### src/rtl/me_pkg.sv
`default_nettype none
// ============================================================================
// Module   : me_pkg
// Purpose  : Shared types and size helpers for the motion-estimation
//            search controller (state encoding, window width, run length,
//            search-window address width).
// Revision : 1.0  initial release
// ============================================================================
package me_pkg;

  // Controller states; explicit 2-bit encoding
  typedef enum logic [1:0] {
    ME_IDLE = 2'd0,
    ME_RUN  = 2'd1,
    ME_DONE = 2'd2
  } me_state_e;

  // Search-window width: every horizontal offset of a block
  function automatic int me_w(input int blk);
    return 2 * blk - 1;
  endfunction

  // Index count of one run: all vertical positions plus one block row of drain
  function automatic int me_total(input int blk, input int vpos);
    return vpos * blk * blk + blk;
  endfunction

  // Address width covering the full (BLK+VPOS-1) x W search window
  function automatic int me_aw(input int blk, input int vpos);
    return $clog2((blk + vpos - 1) * me_w(blk));
  endfunction

endpackage
`default_nettype wire

### src/rtl/me_addr_gen.sv
`default_nettype none
// ============================================================================
// Module   : me_addr_gen
// Purpose  : Pure combinational decode of the search index k into the
//            reference address, both search-window addresses and the
//            motion-vector tags.
// Revision : 1.0  initial release
// ============================================================================
module me_addr_gen
  import me_pkg::*;
#(
  parameter int BLK  = 16,
  parameter int VPOS = 16,
  parameter int B    = $clog2(BLK),
  parameter int V    = $clog2(VPOS),
  parameter int AW   = me_aw(BLK, VPOS),
  parameter int KW   = $clog2(me_total(BLK, VPOS))
) (
  input  logic [KW-1:0]  i_k,
  output logic [2*B-1:0] o_address_r,
  output logic [AW-1:0]  o_address_s1,
  output logic [AW-1:0]  o_address_s2,
  output logic [B:0]     o_vector_x,
  output logic [V:0]     o_vector_y
);

  localparam int            c_W       = me_w(BLK);
  localparam int            c_FW      = 2 * B + V;
  localparam logic [KW-1:0] c_NSEARCH = KW'(VPOS * BLK * BLK);
  localparam logic [KW-1:0] c_BLK_K   = KW'(BLK);

  logic [B-1:0]    w_col;
  logic [B-1:0]    w_row;
  logic [V-1:0]    w_vp;
  logic [c_FW-1:0] w_t;
  logic [B-1:0]    w_t_col;
  logic [B-1:0]    w_t_row;
  logic [V-1:0]    w_t_vp;

  assign w_col = i_k[B-1:0];
  assign w_row = i_k[2*B-1:B];
  assign w_vp  = i_k[c_FW-1:2*B];

  // Port 2 lags port 1 by one block row; modular subtraction is exact
  // whenever k >= BLK, the only case in which port 2 is used.
  assign w_t     = i_k[c_FW-1:0] - c_FW'(BLK);
  assign w_t_col = w_t[B-1:0];
  assign w_t_row = w_t[2*B-1:B];
  assign w_t_vp  = w_t[c_FW-1:2*B];

  assign o_address_r = i_k[2*B-1:0];

  // Window addresses, evaluated at AW bits where every product already fits
  always_comb begin
    o_address_s1 = '0;
    o_address_s2 = '0;
    if (i_k < c_NSEARCH) begin
      o_address_s1 = (AW'(w_vp) + AW'(w_row)) * AW'(c_W) + AW'(w_col);
    end
    if (i_k >= c_BLK_K) begin
      o_address_s2 = (AW'(w_t_vp) + AW'(w_t_row)) * AW'(c_W)
                   + AW'(w_t_col) + AW'(BLK);
    end
  end

  // Signed displacement tags, wrapping in their own width
  assign o_vector_x = (B+1)'(w_col) - (B+1)'(BLK / 2);
  assign o_vector_y = (V+1)'(w_vp) - (V+1)'(1) - (V+1)'(VPOS / 2);

endmodule
`default_nettype wire

### src/rtl/me_search_ctrl.sv
`default_nettype none
// ============================================================================
// Module   : me_search_ctrl
// Purpose  : Full-search block-matching sequencing controller. Steps one
//            index through the reference block and all vertical candidates,
//            driving PE strobes, memory addresses and motion-vector tags
//            from registered outputs.
// Options  : ME_SEARCH_ABORT_EN adds an abort input that cancels a run.
// Revision : 1.0  initial release
// ============================================================================
module me_search_ctrl
  import me_pkg::*;
#(
  parameter int BLK  = 16,
  parameter int VPOS = 16
) (
  input  logic                          clock,
  input  logic                          reset_n,
  input  logic                          start,
`ifdef ME_SEARCH_ABORT_EN
  input  logic                          abort,
`endif
  output logic                          busy,
  output logic                          done,
  output logic [BLK-1:0]                new_dist,
  output logic [BLK-1:0]                pe_ready,
  output logic [BLK-1:0]                s1s2_mux,
  output logic                          comp_start,
  output logic [$clog2(BLK):0]          vector_x,
  output logic [$clog2(VPOS):0]         vector_y,
  output logic [2*$clog2(BLK)-1:0]      address_r,
  output logic [me_aw(BLK, VPOS)-1:0]   address_s1,
  output logic [me_aw(BLK, VPOS)-1:0]   address_s2
);

  localparam int              c_B     = $clog2(BLK);
  localparam int              c_V     = $clog2(VPOS);
  localparam int              c_AW    = me_aw(BLK, VPOS);
  localparam int              c_TOTAL = me_total(BLK, VPOS);
  localparam int              c_KW    = $clog2(c_TOTAL);
  localparam logic [c_KW-1:0] c_LAST  = c_KW'(c_TOTAL - 1);
  localparam logic [c_KW-1:0] c_NCOMP = c_KW'(BLK * BLK);

  me_state_e         r_state;
  me_state_e         w_state_nxt;
  logic [c_KW-1:0]   r_k;
  logic [c_KW-1:0]   w_k_nxt;
  logic              w_abort;

  // Decode of the current index
  logic [BLK-1:0]    w_nd;
  logic [BLK-1:0]    w_mux;
  logic              w_cs;
  logic [c_B:0]      w_vx;
  logic [c_V:0]      w_vy;
  logic [2*c_B-1:0]  w_ar;
  logic [c_AW-1:0]   w_s1;
  logic [c_AW-1:0]   w_s2;

  // Next output values
  logic              w_busy_nxt;
  logic              w_done_nxt;
  logic [BLK-1:0]    w_nd_nxt;
  logic [BLK-1:0]    w_rdy_nxt;
  logic [BLK-1:0]    w_mux_nxt;
  logic              w_cs_nxt;
  logic [c_B:0]      w_vx_nxt;
  logic [c_V:0]      w_vy_nxt;
  logic [2*c_B-1:0]  w_ar_nxt;
  logic [c_AW-1:0]   w_s1_nxt;
  logic [c_AW-1:0]   w_s2_nxt;

  // Output registers
  logic              r_busy;
  logic              r_done;
  logic [BLK-1:0]    r_nd;
  logic [BLK-1:0]    r_rdy;
  logic [BLK-1:0]    r_mux;
  logic              r_cs;
  logic [c_B:0]      r_vx;
  logic [c_V:0]      r_vy;
  logic [2*c_B-1:0]  r_ar;
  logic [c_AW-1:0]   r_s1;
  logic [c_AW-1:0]   r_s2;

`ifdef ME_SEARCH_ABORT_EN
  assign w_abort = abort;
`else
  assign w_abort = 1'b0;
`endif

  me_addr_gen #(
    .BLK  (BLK),
    .VPOS (VPOS),
    .B    (c_B),
    .V    (c_V),
    .AW   (c_AW),
    .KW   (c_KW)
  ) u_addr_gen (
    .i_k          (r_k),
    .o_address_r  (w_ar),
    .o_address_s1 (w_s1),
    .o_address_s2 (w_s2),
    .o_vector_x   (w_vx),
    .o_vector_y   (w_vy)
  );

  // Per-PE strobes: restart on the PE's own in-block offset, s1 for col >= i
  always_comb begin
    w_nd  = '0;
    w_mux = '0;
    for (int i = 0; i < BLK; i++) begin
      w_nd[i]  = (w_ar == (2*c_B)'(i));
      w_mux[i] = (r_k[c_B-1:0] >= c_B'(i));
    end
  end

  // The comparator starts once the first candidate row has been accumulated
  assign w_cs = (r_k >= c_NCOMP);

  // Next-state, next-index and next-output decode; IDLE drives all zeros
  always_comb begin
    w_state_nxt = r_state;
    w_k_nxt     = '0;
    w_busy_nxt  = 1'b0;
    w_done_nxt  = 1'b0;
    w_nd_nxt    = '0;
    w_rdy_nxt   = '0;
    w_mux_nxt   = '0;
    w_cs_nxt    = 1'b0;
    w_vx_nxt    = '0;
    w_vy_nxt    = '0;
    w_ar_nxt    = '0;
    w_s1_nxt    = '0;
    w_s2_nxt    = '0;
    case (r_state)
      ME_IDLE: begin
        if (start) begin
          w_state_nxt = ME_RUN;
        end
      end
      ME_RUN: begin
        if (w_abort) begin
          w_state_nxt = ME_IDLE;
        end else begin
          w_busy_nxt = 1'b1;
          w_nd_nxt   = w_nd;
          w_rdy_nxt  = w_nd & {BLK{w_cs}};
          w_mux_nxt  = w_mux;
          w_cs_nxt   = w_cs;
          w_vx_nxt   = w_vx;
          w_vy_nxt   = w_vy;
          w_ar_nxt   = w_ar;
          w_s1_nxt   = w_s1;
          w_s2_nxt   = w_s2;
          if (r_k == c_LAST) begin
            w_state_nxt = ME_DONE;
          end else begin
            w_k_nxt = r_k + c_KW'(1);
          end
        end
      end
      ME_DONE: begin
        w_done_nxt  = 1'b1;
        w_state_nxt = ME_IDLE;
      end
      default: begin
        w_state_nxt = ME_IDLE;
      end
    endcase
  end

  // State and index register
  always_ff @(posedge clock or negedge reset_n) begin
    if (!reset_n) begin
      r_state <= ME_IDLE;
      r_k     <= '0;
    end else begin
      r_state <= w_state_nxt;
      r_k     <= w_k_nxt;
    end
  end

  // Registered outputs
  always_ff @(posedge clock or negedge reset_n) begin
    if (!reset_n) begin
      r_busy <= 1'b0;
      r_done <= 1'b0;
      r_nd   <= '0;
      r_rdy  <= '0;
      r_mux  <= '0;
      r_cs   <= 1'b0;
      r_vx   <= '0;
      r_vy   <= '0;
      r_ar   <= '0;
      r_s1   <= '0;
      r_s2   <= '0;
    end else begin
      r_busy <= w_busy_nxt;
      r_done <= w_done_nxt;
      r_nd   <= w_nd_nxt;
      r_rdy  <= w_rdy_nxt;
      r_mux  <= w_mux_nxt;
      r_cs   <= w_cs_nxt;
      r_vx   <= w_vx_nxt;
      r_vy   <= w_vy_nxt;
      r_ar   <= w_ar_nxt;
      r_s1   <= w_s1_nxt;
      r_s2   <= w_s2_nxt;
    end
  end

  assign busy       = r_busy;
  assign done       = r_done;
  assign new_dist   = r_nd;
  assign pe_ready   = r_rdy;
  assign s1s2_mux   = r_mux;
  assign comp_start = r_cs;
  assign vector_x   = r_vx;
  assign vector_y   = r_vy;
  assign address_r  = r_ar;
  assign address_s1 = r_s1;
  assign address_s2 = r_s2;

endmodule
`default_nettype wire

### config.mk
export PLATFORM = sky130hd
export DESIGN_NAME = me_search_ctrl
export DESIGN_NICKNAME = d
export VERILOG_FILES = /design/src/rtl/me_pkg.sv /design/src/rtl/me_addr_gen.sv /design/src/rtl/me_search_ctrl.sv
export SDC_FILE = /design/constraint.sdc
export NUM_CORES = 1
export LEC_CHECK = 0
export CAP_MARGIN = 30
export CORE_ASPECT_RATIO = 0.7
export CORE_MARGIN = 2
export CORE_UTILIZATION = 40
export CTS_BUF_LIST = sky130_fd_sc_hd__clkbuf_16
export DETAILED_ROUTE_END_ITERATION = 8
export PLACE_DENSITY_LB_ADDON = 0.1
export SYNTH_ARGS = -nofsm -noshare
export SYNTH_HDL_FRONTEND = slang
export SYNTH_SLANG_ARGS = --single-unit
### constraint.sdc
create_clock -name clock -period 4.7 [get_ports clock]
set_input_delay 0.705 -clock clock [delete_from_list [all_inputs] [get_ports clock]]
set_output_delay 0.705 -clock clock [all_outputs]
set_load 0.03 [all_outputs]
* Word-level counts from Yosys, hierarchy flattened *
Index checks and enable logic that the tools add are counted.
Widths: inputs -> output; s select.

cells by class
  add/subtract/negate cells = 10
  multiply operators = 2
  order comparisons = 19
  eq/ne operators = 20
  muxes and demuxes = 18
  bitwise logic cells = 1
  reduce and logical (&&, ||, !) cells = 3

operators with widths
  operator               count
  $eq 8x4->1 const B     8
  $mux 16                3
  $mux 10                4
  $eq 8x3->1 const B     4
  $ge 4x4->1 const B     8
  $mux 13                2
  $add 10x4->10          2
  $mul 10x5->10 const B  2
  $and 16x16->16         1
  $eq 8x2->1 const B     2
  $ge 4x3->1 const B     4
  $add 13x1->13 const B  1
  $eq 13x13->1 const B   1
  $ge 13x5->1 const B    1
  $ge 13x9->1 const B    1
  $lt 13x13->1 const B   1
  $sub 12x5->12 const B  1
  $add 10x5->10 const B  1
  $add 4x4->5            2
  $mux 5                 2
  $eq 8x1->1 const B     1
  $ge 4x1->1 const B     2
  $ge 4x2->1 const B     2
  $logic_not 8->1        1
  other kinds (12)       16

storage, ports and cells
  bits in registers = 104
  input bits = 3

* Logic depth before layout (Yosys ltp) *
  depth in word-level cells = 7
  gate-level depth with buffers = 20
  mapped depth without buffers = 20

* Modules after synthesis *
From an unflattened synthesis, not the netlist that was laid out.

unflattened totals
  cells, all modules = 558
  area, all modules = 6043.3 µm²

modules (own cells, without submodules)
  module          instances  cells an instance  area an instance (µm²)
  me_search_ctrl  1          293                3729.8
  me_addr_gen     1          265                2313.5

* Worst setup path after synthesis *
OpenSTA, ideal clock, no wires.

  kind = flip-flop to flip-flop
  start point = register r_k[5]
  end point = register r_s2[8], in the netlist address_s2[8]
  library setup time = 131 ps
  arrival = 4660 ps
  data required time = 4569 ps
  path slack = -91 ps
  cell stages (with the launch flop) = 19
  path buffers = 0
  period minus slack after synthesis = 4791 ps
  cells stage by stage = dfrtp_1 -> inv_1 -> ha_1 -> or3b_2 -> nand2_1 -> nand2_1 -> xnor2_1 -> ha_1 -> a21oi_1 -> xnor2_1 -> xnor2_1 -> ha_1 -> ha_1 -> fa_1 -> fa_1 -> a211oi_1 -> nor2_1 -> a31oi_1 -> a21oi_1

between the ends
  longest elaborated chain between the ends = 7
  elaborated cells on any way between the ends = 8
  those cells by class = add/sub (4); mul (1); order compare (1); mux (2)

RTL lines
  what                      line                   source
  start: declaration        me_search_ctrl.sv:46   logic [c_KW-1:0] r_k;
  start signal: assignment  me_search_ctrl.sv:180  r_k <= w_k_nxt;
  $sub 12x5->12             me_addr_gen.sv:46      assign w_t = i_k[c_FW-1:0] - c_FW'(BLK);
  $add 4x4->5               me_addr_gen.sv:61      o_address_s2 = (AW'(w_t_vp) + AW'(w_t_row)) * AW'(c_W)
  $mul 10x5->10             me_addr_gen.sv:61
  $add 10x4->10             me_addr_gen.sv:62      + AW'(w_t_col) + AW'(BLK);
  $add 10x5->10             me_addr_gen.sv:62
  $mux 10 (*)               me_addr_gen.sv:60      if (i_k >= c_BLK_K) begin
  $mux 10 (*)               me_search_ctrl.sv:136  case (r_state)
  net w_s2_nxt[8]           me_search_ctrl.sv:71   logic [c_AW-1:0] w_s2_nxt;
  end signal: assignment    me_search_ctrl.sv:209  r_s2 <= w_s2_nxt;
  end: declaration          me_search_ctrl.sv:84   logic [c_AW-1:0] r_s2;

The timed path passes the listed nets; every way through them passes the cells marked *.
A chain may end at the register's enable or synchronous reset.

* Worst setup path in the final report *
  start point = register r_k[4]
  end point = register r_s2[9], in the netlist address_s2[9]

The elaborated chain is that of the path after synthesis.

==> metrics.md <==
| Metric | Value |
|---|---|
| Die Wd | 143.5 um |
| Deepest clock path buffer count | 2 |
| Clk_lat worst skew | 0.35 ns |
| Post-Syn Area | 5450 um2 |
| Final Power | 1573 uW |
| Leak pwr | 0.003556 uW |
| CP startpoint | r_k[4]$_DFF_PN0_ |
| Largest net degree at the start of global routing | 69 |
| Worst hold path type | primary input to asynchronous set/reset pin |
| CTS H-tree depth | 3 |
| Setup ws final | -0.01508 ns |
| Post-synth EDFFs | 0 |
| P per Cell Area | 217.0 nW/um2 |
| WP data required | 4.92 ns |
| Max-Cap Viols | 0 |
| Wire length per cell | 15.56 um |
| CP max-delay cell | or4_4 |
| Path depth of the worst reg2reg path | 21 |
| Count of pins over their slew limit | 0 |
| Most common cell after layout, fill and taps aside | dfrtp_1 |
| DR vias | 3929 |
| IO Port Bufs | 91 |
| Area grow syn2layout | 33.06% |
| Fin crit share | 100.3% |
| Async set-reset flop share out of synthesis | 100.0% |
| TritonCTS Buffers | 9 |
| CP peak stage delay | 0.52 ns |
| Rel. slew slack | 42.96% |
| Failing checks | setup timing |
| Startpoint types | flip-flop |
| Total GRT Usage | 18.47% |
| Placed Area | 6660 um2 |
| CTS root buffer | clkbuf_16 |
| Worst-Margin Slew | 0.8556 ns |
| Most frequent cells in the layout | dfrtp_1 (98), clkdlybuf4s50_1 (90), nor2_1 (74) |
| Crit end category | flip-flop |
| Sequential share of the synthesized area | 45.45% |
| FMAX | 212.1 MHz |
| Setup Viol. Count Final | 1 |
| Fin. Hold Viols | 0 |
| Kind of cell adding the most delay to the critical path | adder cells |
| Ports | 92 |
| First-pass detailed-route iteration total | 4 |
| Via-per-instance ratio | 4.839 |
| Beginning of the worst register-to-register path | r_k[4]$_DFF_PN0_ |
| Layout Nets | 712 |
| WP data arrival | 4.93 ns |
| Remaining antenna violation count | 0 |
| R2R Setup Slk | -0.02 ns |
| First-pass GRT wire length | 20830 um |
| RSZ-0062 raised after global routing | yes |
| Design area | 7252 um2 |
| Die area | 14590 um2 |
| Yosys reg bits | 99 |
| Crit Path Max Fanout | 5 |
| Synth Warn # | 0 |
| Count of different cell masters after synthesis | 48 |
| Final GP Congestion | 0.9043 |
| CP endpoint | address_s2[9]$_DFF_PN0_ |
| Number of global-route vias before repair | 4047 |
| Die H | 101.7 um |
| Antenna violations before repair | 0 |
| Routed WL | 12630 um |
| Core Region | 13230 um2 |
| Final Core Density | 54.83% |
| Synthesized Nets | 600 |
| Peak VDD IR | 0.1834 mV |
| Post-Syn Instances | 510 |
| Period minus WS final | 4.715 ns |
| WS Path Type | flip-flop to flip-flop |
| Worst R2R End | address_s2[9]$_DFF_PN0_ |
| CTS clk-pin slew, worst paths | 0.07 ns |
| Critical path depth | 21 |
| Total grt overflow | 0 |
| Worst clock skew | 0.008685 ns |
| Run status | complete, but fails checks |
| DRT iter0 DRCs | 202 |
| CTS tree | done |
| CP Cell Sequence | buf_6 -> or4_4 -> nor2_4 -> xnor2_2 -> ha_1 -> a21o_1 -> a21oi_4 -> xnor2_2 -> xnor2_2 -> buf_4 -> ha_4 -> ha_4 -> inv_2 -> fa_1 -> inv_2 -> ha_4 -> buf_6 -> o211ai_1 -> o211ai_1 -> o2bb2ai_1 -> nor2b_1 |
| Predominant post-synthesis flop cell | dfrtp_1 |
| Hpwl dp | 9148 um |
| # diodes | 0 |
| Layout filler cell count | 1159 |
| Clock sink count | 99 |
| Ratio of cells with drive above 1 in the final layout | 13.56% |
| # DRC | 0 |
| Initial Util | 41.21% |
| Syn avg cell area | 10.69 um2 |
| Row count | 35 |
| Hold slack | 0.4484 ns |
| Buffers plus inverters on the worst setup path | 5 |
[per-stage QoR]
stage	setup WS (ns)	std cells	TNS [ns]
after floorplan	0.001409	510	0
after global placement	0.02531	790	0
after detailed placement	-0.1408	790	-0.3828
after CTS	0.009516	808	0
after global routing	-0.1757	812	-0.4439
final	-0.01508	812	-0.01508
[sequential cells by signal, indices dropped and copies added (netlist names)]
register    flops
r_state         2
pe_ready       16
r_k            13
s1s2_mux       16
address_r       8
address_s1     10
vector_x        1
address_s2     10
done            1
vector_y        5
comp_start      1
new_dist       16
[layer usage]
| layer | share of wire [%] | wire, um | track usage, % | vias up |
|---|---|---|---|---|
| met5 | 0 | 0 | 0 | - |
| met4 | 1.1 | 144 | 4.600 | 0 |
| met3 | 5.3 | 671 | 3.121 | 13 |
| met2 | 44 | 5614 | 27.95 | 109 |
| met1 | 49 | 6203 | 27.77 | 1921 |
| li1 | - | - | - | 1886 |
[cells in the mapped netlist (2+ instances only)]
cell type   n  area share, %
a211oi_1    6           0.83
a21o_1     12            1.7
a21oi_1    23            2.1
a31oi_1     2           0.23
and2_1     13            1.5
and3_1      3           0.34
and4_1      2           0.32
buf_2       4           0.37
buf_4       5           0.69
clkbuf_1    6           0.41
dfrtp_1    99             45
fa_1       22            8.1
ha_1       65             15
inv_1      53            3.7
nand2_1    24            1.7
nand2b_1    4           0.46
nand3_1     8           0.73
nand4_1     4           0.46
nor2_1     75            5.2
nor2b_1     7           0.80
nor3_1      9           0.83
o211ai_1    3           0.41
o21ai_0     9           0.83
o21bai_1    2           0.28
or3_1       3           0.34
xnor2_1    17            2.7
xor2_1      9            1.4
[final cells by class]
cell class / instances / area [um2] / share of cell area (%)
inverter: 54 / 202.7 / 2.795
tap: 185 / 231.5 / 3.192
clock buffer: 9 / 225.2 / 3.106
sequential: 99 / 2479 / 34.18
clock inverter: 7 / 60.06 / 0.8282
multi-input combinational: 340 / 2935 / 40.48
timing repair buffer: 118 / 1119 / 15.42
[power breakdown]
| part | total (uW) | switching, uW | internal, uW |
|---|---|---|---|
| Combinational | 17.8 | 16.0 | 1.77 |
| Clock | 704 | 336 | 368 |
| Sequential | 851 | 0 | 851 |
[worst min-delay path by stage]
stage                                start                 endpoint  slack, ns  depth (start not counted)
floorplan                          reset_n   address_r[0]$_DFF_PN0_       0.41                          0
global placement    r_state[0]$_DFFE_PN0P_           done$_DFF_PN0_       0.47                          1
detailed placement  r_state[0]$_DFFE_PN0P_           done$_DFF_PN0_       0.47                          1
CTS                 r_state[0]$_DFFE_PN0P_           done$_DFF_PN0_       0.48                          1
global route        r_state[0]$_DFFE_PN0P_           done$_DFF_PN0_       0.51                          1
finish                             reset_n  address_s1[7]$_DFF_PN0_       0.45                          1
[repair_timing]
| item | CTS | global route |
|---|---|---|
| setup endpoints to repair | 5 | 7 |
| pin swaps | 12 | 27 |
| buffers inserted | 2 | 4 |
| hold buffers | 0 | 0 |
| resized for setup | 14 | 34 |
[cells by family (layout without fill, tap and decap cells)]
group,Yosys count,in the layout,synth area share (%)
XOR/XNOR,26,26,4.178
AND/OR/NAND/NOR,160,160,13.82
AO/OA/AOI/OAI,67,67,8.081
flip-flops,99,99,45.45
buffers and inverters,71,188,5.464
adder cells (fa/ha/maj),87,87,23.00
Power figures use the tool's default switching activity.
